[config.mk]
export PLATFORM = sky130hd
export DESIGN_NAME = hypercall_log_mux
export DESIGN_NICKNAME = d
export VERILOG_FILES = /design/src/rtl/hypercall_log_mux.sv
export SDC_FILE = /design/constraint.sdc
export NUM_CORES = 1
export LEC_CHECK = 0
export ABC_AREA = 1
export BUFFER_PORTS_ARGS = -buffer_cell sky130_fd_sc_hd__clkbuf_2
export CAP_MARGIN = 20
export CORE_UTILIZATION = 40
export DETAILED_ROUTE_END_ITERATION = 7
export PLACE_DENSITY = 0.57
export SKIP_CTS_REPAIR_TIMING = 1
export SYNTH_ARGS = -nofsm -noshare
export SYNTH_HDL_FRONTEND = slang
export SYNTH_SLANG_ARGS = --single-unit
[constraint.sdc]
create_clock -name CLK -period 6.8 [get_ports CLK]
set_clock_uncertainty 0.1 [all_clocks]
set_input_delay 0.34 -clock CLK [delete_from_list [all_inputs] [get_ports CLK]]
set_output_delay 0.34 -clock CLK [all_outputs]
set_load 0.01 [all_outputs]
[src/rtl/hypercall_log_mux.sv]
// Multi-channel hypercall log mux: per-channel tryte FIFOs, round-robin frame arbitration onto one AXI-Stream master.
// Optional HCALL_LOG_TLAST_PER_FRAME_EN: tlast only on the terminator beat instead of on every beat.
module hypercall_log_mux #(
  parameter int unsigned P_CHANNELS = 2,
  parameter int unsigned P_DEPTH    = 8,
  parameter int unsigned P_TRYTE_W  = 18,
  parameter logic [6:0]  P_HDR_ID   = 7'b1000001
) (
  input  logic                            CLK,
  input  logic                            RST,
  input  logic [P_CHANNELS*P_TRYTE_W-1:0] s_tdata,
  input  logic [P_CHANNELS-1:0]           s_tlast,
  input  logic [P_CHANNELS-1:0]           s_tvalid,
  output logic [P_CHANNELS-1:0]           s_tready,
  output logic [31:0]                     m_axis_tdata,
  output logic                            m_axis_tlast,
  output logic                            m_axis_tvalid,
  input  logic                            m_axis_tready,
  output logic                            o_busy,
  output logic [3:0]                      o_chan
);

  localparam int unsigned AW = $clog2(P_DEPTH);
  localparam int unsigned CW = (P_CHANNELS > 1) ? $clog2(P_CHANNELS) : 1;
  localparam logic [AW:0]   CNT_ONE  = (AW+1)'(1);
  localparam logic [AW:0]   CNT_FULL = (AW+1)'(P_DEPTH);
  localparam logic [AW-1:0] PTR_ONE  = AW'(1);

  typedef enum logic [1:0] {
    IDLE,
    HEADER,
    BODY
  } state_t;

  logic [P_TRYTE_W:0] mem       [P_CHANNELS][P_DEPTH];
  logic [AW-1:0]      wr_ptr    [P_CHANNELS];
  logic [AW-1:0]      rd_ptr    [P_CHANNELS];
  logic [AW:0]        count     [P_CHANNELS];
  logic [AW:0]        frame_cnt [P_CHANNELS];

  logic [P_CHANNELS-1:0] push, pop, full, empty, eligible;
  logic [CW-1:0]         sel;
  logic [P_TRYTE_W:0]    head;
  logic                  body_valid;
  logic                  grant_found;
  logic [3:0]            grant_chan;
  logic [4:0]            cand;
  logic [3:0]            rr_ptr;
  state_t                state;

  always_comb begin
    for (int unsigned c = 0; c < P_CHANNELS; c++) begin
      full[c]     = (count[c] == CNT_FULL);
      empty[c]    = (count[c] == '0);
      eligible[c] = (frame_cnt[c] != '0) || full[c];
      push[c]     = s_tvalid[c] && !full[c];
    end
  end

  assign s_tready = ~full;

  assign sel        = o_chan[CW-1:0];
  assign head       = mem[sel][rd_ptr[sel]];
  assign body_valid = (state == BODY) && !empty[sel];

  always_comb begin
    pop = '0;
    if (body_valid && m_axis_tready) pop[sel] = 1'b1;
  end

  // Search starts one past the last grant so every channel gets a turn.
  always_comb begin
    grant_found = 1'b0;
    grant_chan  = '0;
    cand        = '0;
    for (int unsigned i = 1; i <= P_CHANNELS; i++) begin
      cand = {1'b0, rr_ptr} + 5'(i);
      if (cand >= 5'(P_CHANNELS)) cand = cand - 5'(P_CHANNELS);
      if (!grant_found && eligible[cand[CW-1:0]]) begin
        grant_found = 1'b1;
        grant_chan  = cand[3:0];
      end
    end
  end

  always_ff @(posedge CLK) begin
    for (int unsigned c = 0; c < P_CHANNELS; c++) begin
      if (push[c]) mem[c][wr_ptr[c]] <= {s_tlast[c], s_tdata[c*P_TRYTE_W +: P_TRYTE_W]};
    end
  end

  always_ff @(posedge CLK or posedge RST) begin
    if (RST) begin
      for (int unsigned c = 0; c < P_CHANNELS; c++) begin
        wr_ptr[c]    <= '0;
        rd_ptr[c]    <= '0;
        count[c]     <= '0;
        frame_cnt[c] <= '0;
      end
    end else begin
      for (int unsigned c = 0; c < P_CHANNELS; c++) begin
        if (push[c]) wr_ptr[c] <= wr_ptr[c] + PTR_ONE;
        if (pop[c])  rd_ptr[c] <= rd_ptr[c] + PTR_ONE;
        if (push[c] && !pop[c])      count[c] <= count[c] + CNT_ONE;
        else if (!push[c] && pop[c]) count[c] <= count[c] - CNT_ONE;
        if ((push[c] && s_tlast[c]) && !(pop[c] && head[P_TRYTE_W]))
          frame_cnt[c] <= frame_cnt[c] + CNT_ONE;
        else if (!(push[c] && s_tlast[c]) && (pop[c] && head[P_TRYTE_W]))
          frame_cnt[c] <= frame_cnt[c] - CNT_ONE;
      end
    end
  end

  always_ff @(posedge CLK or posedge RST) begin
    if (RST) begin
      state  <= IDLE;
      o_chan <= '0;
      o_busy <= 1'b0;
      rr_ptr <= 4'(P_CHANNELS - 1);
    end else begin
      case (state)
        IDLE: begin
          if (grant_found) begin
            state  <= HEADER;
            o_chan <= grant_chan;
            rr_ptr <= grant_chan;
            o_busy <= 1'b1;
          end
        end
        HEADER: begin
          if (m_axis_tready) state <= BODY;
        end
        BODY: begin
          if (pop[sel] && head[P_TRYTE_W]) begin
            state  <= IDLE;
            o_busy <= 1'b0;
          end
        end
        default: begin
          state  <= IDLE;
          o_busy <= 1'b0;
        end
      endcase
    end
  end

  // Beat is presented straight from the FIFO head, so data stays stable until the pop.
  always_comb begin
    m_axis_tvalid = (state == HEADER) || body_valid;
    m_axis_tdata  = '0;
    if (state == HEADER)
      m_axis_tdata = {16'h0, 4'h0, o_chan, 1'b0, P_HDR_ID};
    else if (body_valid)
      m_axis_tdata = {{(32-P_TRYTE_W){1'b0}}, head[P_TRYTE_W-1:0]};
`ifdef HCALL_LOG_TLAST_PER_FRAME_EN
    m_axis_tlast = body_valid && head[P_TRYTE_W];
`else
    m_axis_tlast = m_axis_tvalid;
`endif
  end

endmodule

==> flow_summary_export.csv, run 1 <==
group,metric,value,unit
run_status,status,"finished with violations",
run_status,violations,"DRC",
drt,num_vias,9611,
timing,max-slew-margin-rel,0.283,
floorplanning,coreArea,0.0358,mm^2
timing,max_freq,215,MHz
cts,numCtsBuffers,37,
power,combPwrFrac,0.387,
timing,tightest_slew,1.07,ns
synth,synth_area,0.0147,mm^2
critical_path,cp_common_cell,"nand2_1",
synth,yosysSeqAreaShare,0.685,
drt,drtAntennaViolNets,0,
floorplanning,die_x,193,um
cts,cts_tree,"done",
synth,ys_ff_latch,340,
floorplanning,die_area,0.0374,mm^2
drt,routed_wl,36500,um
min_path,hold_depth,1,
drt,dr.pass1.iters,7,
drt,via_per_inst,5.26,
floorplanning,initial_core_util,0.409,
floorplanning,ios,84,
global_routing,grt_remaining_overflow,0,
placement,hpwl,20500,um
floorplanning,std_cell_rows,69,
min_path,hp-class,"input pin to flip-flop",
power,sequentialPowerShare,0.376,
critical_path,worstReg2RegEnd,"frame_cnt[7]$_DFFE_PP0P_",
timing,tns,0,ns
power,power_density,463,mW/mm^2
min_path,hp-start,"s_tdata[27]",
placement,placed_cells,1763,
critical_path,crit_end,"frame_cnt[7]$_DFFE_PP0P_",
critical_path,crit_chain,"inv_4 -> nand2_1 -> nand2_2 -> nand2_1 -> nand2_1 -> nand2_1 -> nand3_1 -> nand3_1 -> inv_1 -> nand2_1 -> ha_1 -> inv_1 -> ha_1 -> and3_1 -> a211oi_1 -> nand2_1 -> nand2_1 -> nor2_1 -> xor2_1",
synth,synth_top_area_cell,"edfxtp_1",
timing,rsz0062_at_grt,"no",
drt,drt_iter0_markers,813,
global_routing,antenna_found_initial,1,
drt,wl_per_cell,20.0,um
critical_path,worst_r2r_startpoint,"o_chan[0]$_DFFE_PP0P_",
global_routing,grt_pass1_wl,56200,um
synth,synth_cell_types,38,
critical_path,end_kind,"flip-flop",
timing,final.min_clock_period,4.66,ns
layout,diodes,0,
layout,final-instance-count-excl-fill,1828,
placement,gp_congestion,0.820,
cts,clock_sinks,340,
power,p_clk_frac,0.238,
power,leakage,6.27,nW
cts,htree_levels,2,
critical_path,crit_path_start,"o_chan[0]$_DFFE_PP0P_",
global_routing,grt_pass1_vias,9463,
timing,period_share,0.686,
synth,synth.top_cell.area_share,0.623,
critical_path,r2r_cells,19,
layout,final_nets,1413,
layout,final.fill_count,3278,
cts,cts.reportedPaths.clkPinSlew,0.06,ns
global_routing,grt_max_degree,96,
critical_path,cp.required,7.10,ns
cts,clock-root-buffer,"clkbuf_16",
power,ir_drop,206,uV
cts,cts_buffer_depth,3,
synth,ys.warnings.count,0,
critical_path,path_class,"flip-flop to flip-flop",
layout,syn_to_final_growth,12.6,%
placement,numPortBuffers,69,
run,maxCapViolCount,0,
timing,final-max-slew-violation-count,0,
cts,clk_latency,0.51,ns
critical_path,cp_slowest_cell,"nand2_2",
synth,syn_area_per_cell,11.5,um^2
floorplanning,die_height,193,um
critical_path,ff2ff_setup_slack,2.14,ns
power,power.net_switching,0.00301,W
timing,finalSetupViolCount,0,
critical_path,arrival,4.96,ns
power,p_int,0.00463,W
layout,drive_gt1_frac,0.134,
critical_path,cp_max_fo,95,
power,swShare,0.394,
global_routing,grt_use_total,0.197,
synth,synth.area.top_cells,"edfxtp_1 62%, nand2_1 10%, nand3_1 7.7%",
synth,syn_inst,1273,
drt,drc_errors,7,
timing,final_hold_viol_count,0,
timing,holdWs,0.0157,ns
critical_path,critPathMaxStageDelay,0.81,ns
critical_path,cp-start-kind,"flip-flop",
layout,finish.utilization,0.461,
==> cell usage after synthesis <==
cell type / n
a211oi_1: 2
a211oi_2: 10
a21o_1: 2
a21oi_1: 17
a31oi_1: 23
and3_1: 2
buf_1: 1
buf_2: 44
buf_4: 25
buf_6: 5
clkbuf_1: 2
conb_1: 1
dfrtp_1: 35
dfstp_2: 1
edfxtp_1: 304
fa_1: 4
ha_1: 22
inv_1: 36
inv_2: 4
inv_4: 1
mux2_1: 1
mux2_2: 1
nand2_1: 408
nand2_2: 3
nand3_1: 225
nand3_2: 1
nand4_1: 1
nor2_1: 42
nor2_2: 1
nor2_4: 1
nor3_1: 1
nor3_4: 1
o21ai_0: 15
o21ai_1: 5
o21ai_2: 1
or2_2: 2
xnor2_1: 12
xor2_1: 11
==> worst min-delay path by stage <==
stage / to
2_1_floorplan: mem[0][0]$_DFFE_PP_
3_3_place_gp: o_chan[2]$_DFFE_PP0P_
3_5_place_dp: o_chan[1]$_DFFE_PP0P_
4_1_cts: o_chan[3]$_DFFE_PP0P_
5_1_grt: mem[0][142]$_DFFE_PP_
6_report: mem[1][9]$_DFFE_PP_
==> critical path: cells and delay by family (launching register included) <==
kind | cells | cell delay [ns]
compound gates | 1 | 0.24
xor+xnor | 1 | 0.13
fa+ha+maj | 2 | 0.52
buf+inv | 3 | 0.99
flops | 1 | 0.63
simple gates | 12 | 1.90
==> cell usage in the layout (no fill, tap or decap), types with 3 or more instances in the layout <==
cell and n:
nand2_1 408, clkinv_2 4, conb_1 14, a21oi_1 17, buf_4 24, o21ai_1 5
inv_2 4, nor2_2 17, xor2_1 11, nand3_1 225, xnor2_1 12, inv_1 36
o21ai_0 15, a31oi_1 23, clkbuf_16 39, edfxtp_1 304, nand2_2 3, clkbuf_2 69
clkbuf_1 11, ha_1 22, fa_1 4, nor2_1 26, dfrtp_1 34, a211oi_2 10
clkinv_1 6
==> through the flow <==
| stage | setup WS (ns) | cell area [um^2] | total power, W |
|---|---|---|---|
| finish | 2.14 | 16500 | 0.00764 |
| global route | 1.61 | 16500 | 0.00815 |
| CTS | 2.12 | 16500 | 0.00769 |
| detailed placement | 2.14 | 15400 | 0.00586 |
| global placement | 2.22 | 15400 | 0.00582 |
| floorplan | 4.09 | 14700 | 0.00501 |
==> power groups by stage <==
stage	registers, W	clock network, W	logic, W
finish	0.00287	0.00181	0.00296
detailed placement	0.00291	0	0.00296
floorplan	0.00285	0	0.00215
CTS	0.00287	0.00186	0.00296
global placement	0.00290	0	0.00292
global route	0.00291	0.00193	0.00330
==> cells by family after synthesis <==
group,Yosys count,share of synthesized area
XOR/XNOR,23,0.0137
AO/OA/AOI/OAI,75,0.0336
buffers and inverters,118,0.0431
flip-flops,340,0.685
other,1,0.000256
AND/OR/NAND/NOR,688,0.199
multiplexers,2,0.00154
adder cells (fa/ha/maj),26,0.0243
==> flip-flops by register name, indices dropped and copies added (netlist names) <==
signal,flops
state,2
frame_cnt,8
rd_ptr,6
rr_ptr,1
mem,304
o_busy,1
o_chan,4
wr_ptr,6
count,8
==> final cells by class <==
class / count / area [um^2] / area share
timing repair buffer: 96 / 566 / 0.0343
clock buffer: 51 / 1030 / 0.0625
sequential: 340 / 10000 / 0.608
multi-input combinational: 828 / 4090 / 0.248
clock inverter: 11 / 51.3 / 0.00311
inverter: 41 / 156 / 0.00948
tap: 461 / 577 / 0.0350
==> per-layer routing <==
layer	share of wire	GRT usage
met5	0.00027	0
met1	0.45	0.270
met3	0.054	0.0274
met2	0.48	0.329
met4	0.016	0.0533
Note: power is estimated with default switching activity, not from simulation.
==> run 2, diff against run 1 <==
clock period = 4.5 ns   (was 6.8 ns; I/O delays follow)
==> run 2 against run 1 <==
Effect of this change:
- the run still ends with DRC left
- maximum frequency increased by 21%
- power rose by 53%
- largest cell class unchanged
- highest routed layer is now met4
- sequential share of layout area decreased by 1.7 points
- via count rose by 1.1%
- global-route usage increased by 0.52 points
- worst setup slack worse by 1.5 ns
==> flow_summary_export.csv, run 2 (same netlist as run 1, synthesis figures left out) <==
group,metric,value,unit
timing,max-slew-margin-rel,0.344,
global_routing,antenna_found_initial,1,
layout,finish.utilization,0.474,
timing,final-max-slew-violation-count,0,
power,power_density,690,mW/mm^2
cts,cts_tree,"done",
run,maxCapViolCount,0,
global_routing,grt_remaining_overflow,0,
layout,multi_input_area,0.00409,mm^2
timing,final_hold_viol_count,0,
cts,cts_buffer_depth,3,
cts,htree_levels,2,
global_routing,grt_pass1_wl,57100,um
run_status,status,"finished with violations",
critical_path,worst_r2r_startpoint,"o_chan[0]$_DFFE_PP0P_",
floorplanning,ios,84,
drt,drt_iter0_markers,620,
layout,largest_reg_flops,304,
critical_path,crit_path_start,"o_chan[0]$_DFFE_PP0P_",
drt,drtAntennaViolNets,0,
cts,clock-root-buffer,"clkbuf_16",
critical_path,arrival,4.15,ns
timing,tns,0,ns
timing,rsz0062_at_grt,"no",
critical_path,path_class,"flip-flop to flip-flop",
drt,num_vias,9717,
cts,clock_sinks,340,
drt,wl_per_cell,19.9,um
critical_path,end_kind,"flip-flop",
layout,final_nets,1459,
floorplanning,die_x,193,um
floorplanning,coreArea,0.0358,mm^2
power,leakage,6.47,nW
global_routing,grt_use_total,0.202,
drt,drc_errors,7,
placement,gp_congestion,0.796,
timing,tightest_slew,0.983,ns
drt,dr.pass1.iters,8,
power,ir_drop,353,uV
cts,clk_latency,0.52,ns
floorplanning,die_height,193,um
layout,mostFrequentLayoutCell,"nand2_1",
drt,via_per_inst,5.17,
floorplanning,die_area,0.0374,mm^2
placement,numPortBuffers,69,
layout,final_cell_mix,"408 x nand2_1, 304 x edfxtp_1, 225 x nand3_1",
global_routing,grt_pass1_vias,9396,
cts,numCtsBuffers,38,
critical_path,cp.required,4.79,ns
cts,cts.reportedPaths.clkPinSlew,0.06,ns
placement,hpwl,21200,um
global_routing,grt_max_degree,89,
run_status,violations,"DRC",
critical_path,cp-start-kind,"flip-flop",
layout,final.fill_count,3261,
timing,max_freq,259,MHz
critical_path,ff2ff_setup_slack,0.64,ns
layout,drive_gt1_frac,0.134,
timing,final.min_clock_period,3.86,ns
timing,finalSetupViolCount,0,
critical_path,cp_max_fo,67,
floorplanning,std_cell_rows,69,
layout,regArea,0.0100,mm^2
layout,syn_to_final_growth,15.8,%
timing,period_share,0.857,
floorplanning,initial_core_util,0.409,
drt,routed_wl,37400,um
min_path,hp-class,"input pin to asynchronous set/reset pin",
timing,holdWs,0.254,ns
-- run 2: power by group --
group | total [W] | internal [W] | switching [W]
logic | 0.00455 | 0.00139 | 0.00316
registers | 0.00431 | 0.00404 | 0.000266
clock network | 0.00285 | 0.00165 | 0.00120
-- run 2: final cells by class --
type,count,area share
timing repair buffer,141,0.0584
clock buffer,53,0.0606
antenna,1,0.000147
tap,461,0.0340
sequential,340,0.591
multi-input combinational,828,0.241
clock inverter,14,0.00575
inverter,41,0.00921
-- run 2: path summary, 6_finish.rpt --
kind | endpoint | cells past startpoint
max in group asynchronous | o_chan[0]$_DFFE_PP0P_ | 4
hold / removal | o_busy$_DFFE_PP0P_ | 4
setup reg to reg | frame_cnt[7]$_DFFE_PP0P_ | 19
min in group CLK | state[0]$_DFFE_PP0P_ | 3
setup / recovery | frame_cnt[7]$_DFFE_PP0P_ | 19
hold reg to reg | frame_cnt[3]$_DFFE_PP0P_ | 1
-- run 2: stage by stage --
step / setup slack [ns] / total power (W) / std cells / area, um^2
3_3_place_gp: 0.769 / 0.00886 / 1769 / 15400
4_1_cts: 0.627 / 0.0118 / 1836 / 16600
6_report: 0.642 / 0.0117 / 1879 / 17000
2_1_floorplan: 1.79 / 0.00757 / 1286 / 14700
3_5_place_dp: 0.641 / 0.00893 / 1769 / 15400
5_1_grt: 0.225 / 0.0125 / 1879 / 17000
-- run 2: critical path, cell delays in order, from the launching register on --
cell and delay (ns):
dfrtp_4 0.52, buf_4 0.58, nand2_1 0.15, nand2_2 0.41, nand2_1 0.09, nand2_1 0.08, nand2_1 0.05, nand3_1 0.10
nand3_1 0.13, inv_1 0.10, nand2_1 0.06, ha_1 0.22, inv_1 0.11, ha_1 0.27, and3_1 0.19, a211oi_1 0.22
nand2_1 0.08, nand2_1 0.06, nor2_1 0.04, xor2_1 0.14
-- run 2: routing by layer --
metal  vias to the layer above  GRT usage  wire [um]
met5                         -          0          0
li1                       4656          -          -
met2                       253      0.339      18200
met3                        59     0.0277       1770
met1                      4749      0.275      16500
met4                         0     0.0560        937
==> run 3, diff against run 2 <==
RECOVER_POWER = 100   (was default)
==> run 3 against run 2 <==
Effect of this change:
- the run ends with DRC, capacitance limit, slew limit left
- largest power group unchanged
- combinational power is 2% lower
- wire length is 0.25% higher
- clock power hardly changed
- register-to-register slack worse by 0.03 ns
- maximum frequency is 5.3% lower
- first-iteration DRC count is 3.7% lower
- clock-buffer cell count stayed put
- final area is 1.1% lower
- worst setup slack worse by 0.22 ns
==> flow_summary_export.csv, run 3 (same netlist as run 1, synthesis figures left out) <==
group,metric,value,unit
drt,via_per_inst,5.20,
timing,max-slew-margin-rel,-0.396,
timing,setup_ws,0.425,ns
timing,final_hold_viol_count,0,
cts,cts_tree,"done",
global_routing,grt_max_degree,89,
global_routing,grt_use_total,0.202,
timing,tns,0,ns
min_path,hold_depth,3,
global_routing,grt_pass1_vias,9396,
floorplanning,die_height,193,um
cts,cts.reportedPaths.clkPinSlew,0.06,ns
run,maxCapViolCount,8,
global_routing,grt_remaining_overflow,0,
power,ir_drop,336,uV
drt,drt_iter0_markers,597,
timing,tightest_slew,2.09,ns
critical_path,cp_max_fo,67,
critical_path,end_kind,"primary output",
layout,syn_to_final_growth,14.5,%
floorplanning,die_x,193,um
layout,multi_input_area,0.00404,mm^2
cts,htree_levels,2,
drt,dr.pass1.iters,7,
critical_path,worst_r2r_startpoint,"o_chan[0]$_DFFE_PP0P_",
global_routing,antenna_found_initial,1,
floorplanning,die_area,0.0374,mm^2
layout,final.fill_count,3323,
layout,mostFrequentLayoutCell,"nand2_1",
min_path,hp-class,"input pin to flip-flop",
floorplanning,coreArea,0.0358,mm^2
placement,gp_congestion,0.796,
cts,clock_sinks,340,
drt,drc_errors,7,
run_status,violations,"DRC, capacitance limit, slew limit",
critical_path,r2r_cells,18,
cts,clock-root-buffer,"clkbuf_16",
critical_path,cp.required,4.18,ns
layout,finish.utilization,0.468,
layout,final_nets,1459,
min_path,hold_path_end,"state[0]$_DFFE_PP0P_",
placement,dp_worst_setup_slack,0.641,ns
layout,largest_reg_flops,304,
layout,drive_gt1_frac,0.0685,
timing,final.min_clock_period,4.08,ns
drt,drtAntennaViolNets,0,
cts,cts_buffer_depth,3,
timing,rsz0062_at_grt,"no",
cts,numCtsBuffers,38,
global_routing,grt_pass1_wl,57100,um
floorplanning,initial_core_util,0.409,
critical_path,cp-start-kind,"flip-flop",
drt,wl_per_cell,20.0,um
critical_path,ff2ff_setup_slack,0.61,ns
critical_path,arrival,3.75,ns
timing,finalSetupViolCount,0,
power,totalPowerFinal,0.0116,W
run_status,status,"finished with violations",
critical_path,path_class,"flip-flop to primary output",
timing,max_freq,245,MHz
layout,regArea,0.0100,mm^2
floorplanning,ios,84,
power,power_density,694,mW/mm^2
timing,period_share,0.906,
timing,final-max-slew-violation-count,167,
timing,holdWs,0.369,ns
drt,num_vias,9769,
cts,clk_latency,0.52,ns
power,leakage,6.21,nW
floorplanning,std_cell_rows,69,
placement,numPortBuffers,69,
min_path,hp-start,"m_axis_tready",
layout,final_cell_mix,"410 x nand2_1, 304 x edfxtp_1, 225 x nand3_1",
drt,routed_wl,37500,um
placement,hpwl,21200,um
critical_path,worstReg2RegEnd,"frame_cnt[7]$_DFFE_PP0P_",
-- run 3: stage by stage --
step                      cells  cell area (um^2)
after floorplan            1286             14700
after global placement     1769             15400
after detailed placement   1769             15400
after CTS                  1836             16600
after global routing       1879             16800
final                      1879             16800
-- run 3: layer usage --
layer | share of wire | GRT usage | vias up
met5 | 0 | 0 | -
met4 | 0.025 | 0.0560 | 0
met3 | 0.051 | 0.0277 | 62
met2 | 0.48 | 0.339 | 280
met1 | 0.44 | 0.275 | 4776
li1 | - | - | 4651
-- run 3: cell type report --
type                       instances  share of cell area
antenna                            1            0.000149
tap                              461              0.0344
inverter                          41             0.00932
timing repair buffer             141              0.0505
clock buffer                      53              0.0613
multi-input combinational        828               0.241
clock inverter                    14             0.00582
sequential                       340               0.598
-- run 3: worst max-delay path by stage --
stage	startpoint	endpoint	slack [ns]
finish	o_chan[0]$_DFFE_PP0P_	m_axis_tdata[6]	0.42
detailed placement	o_chan[0]$_DFFE_PP0P_	frame_cnt[7]$_DFFE_PP0P_	0.64
floorplan	o_chan[0]$_DFFE_PP0P_	frame_cnt[3]$_DFFE_PP0P_	1.79
CTS	o_chan[0]$_DFFE_PP0P_	frame_cnt[7]$_DFFE_PP0P_	0.63
global route	o_chan[0]$_DFFE_PP0P_	m_axis_tdata[11]	0.18
global placement	o_chan[0]$_DFFE_PP0P_	frame_cnt[3]$_DFFE_PP0P_	0.77
-- run 3: report_power, final --
| part | switching (W) | internal (W) |
|---|---|---|
| clock network | 0.00120 | 0.00165 |
| logic | 0.00315 | 0.00132 |
| registers | 0.000260 | 0.00406 |
-- run 3: worst max-delay path, stage by stage (launching register included) --
cell and delay [ns]:
dfrtp_4 0.51, buf_4 0.59, nand2_1 0.15, nand2_2 0.42
clkbuf_2 0.77, nand3_1 0.17, nand3_1 0.13, nand3_1 0.11
nand3_1 0.12, nand2_1 0.08, clkbuf_2 0.16
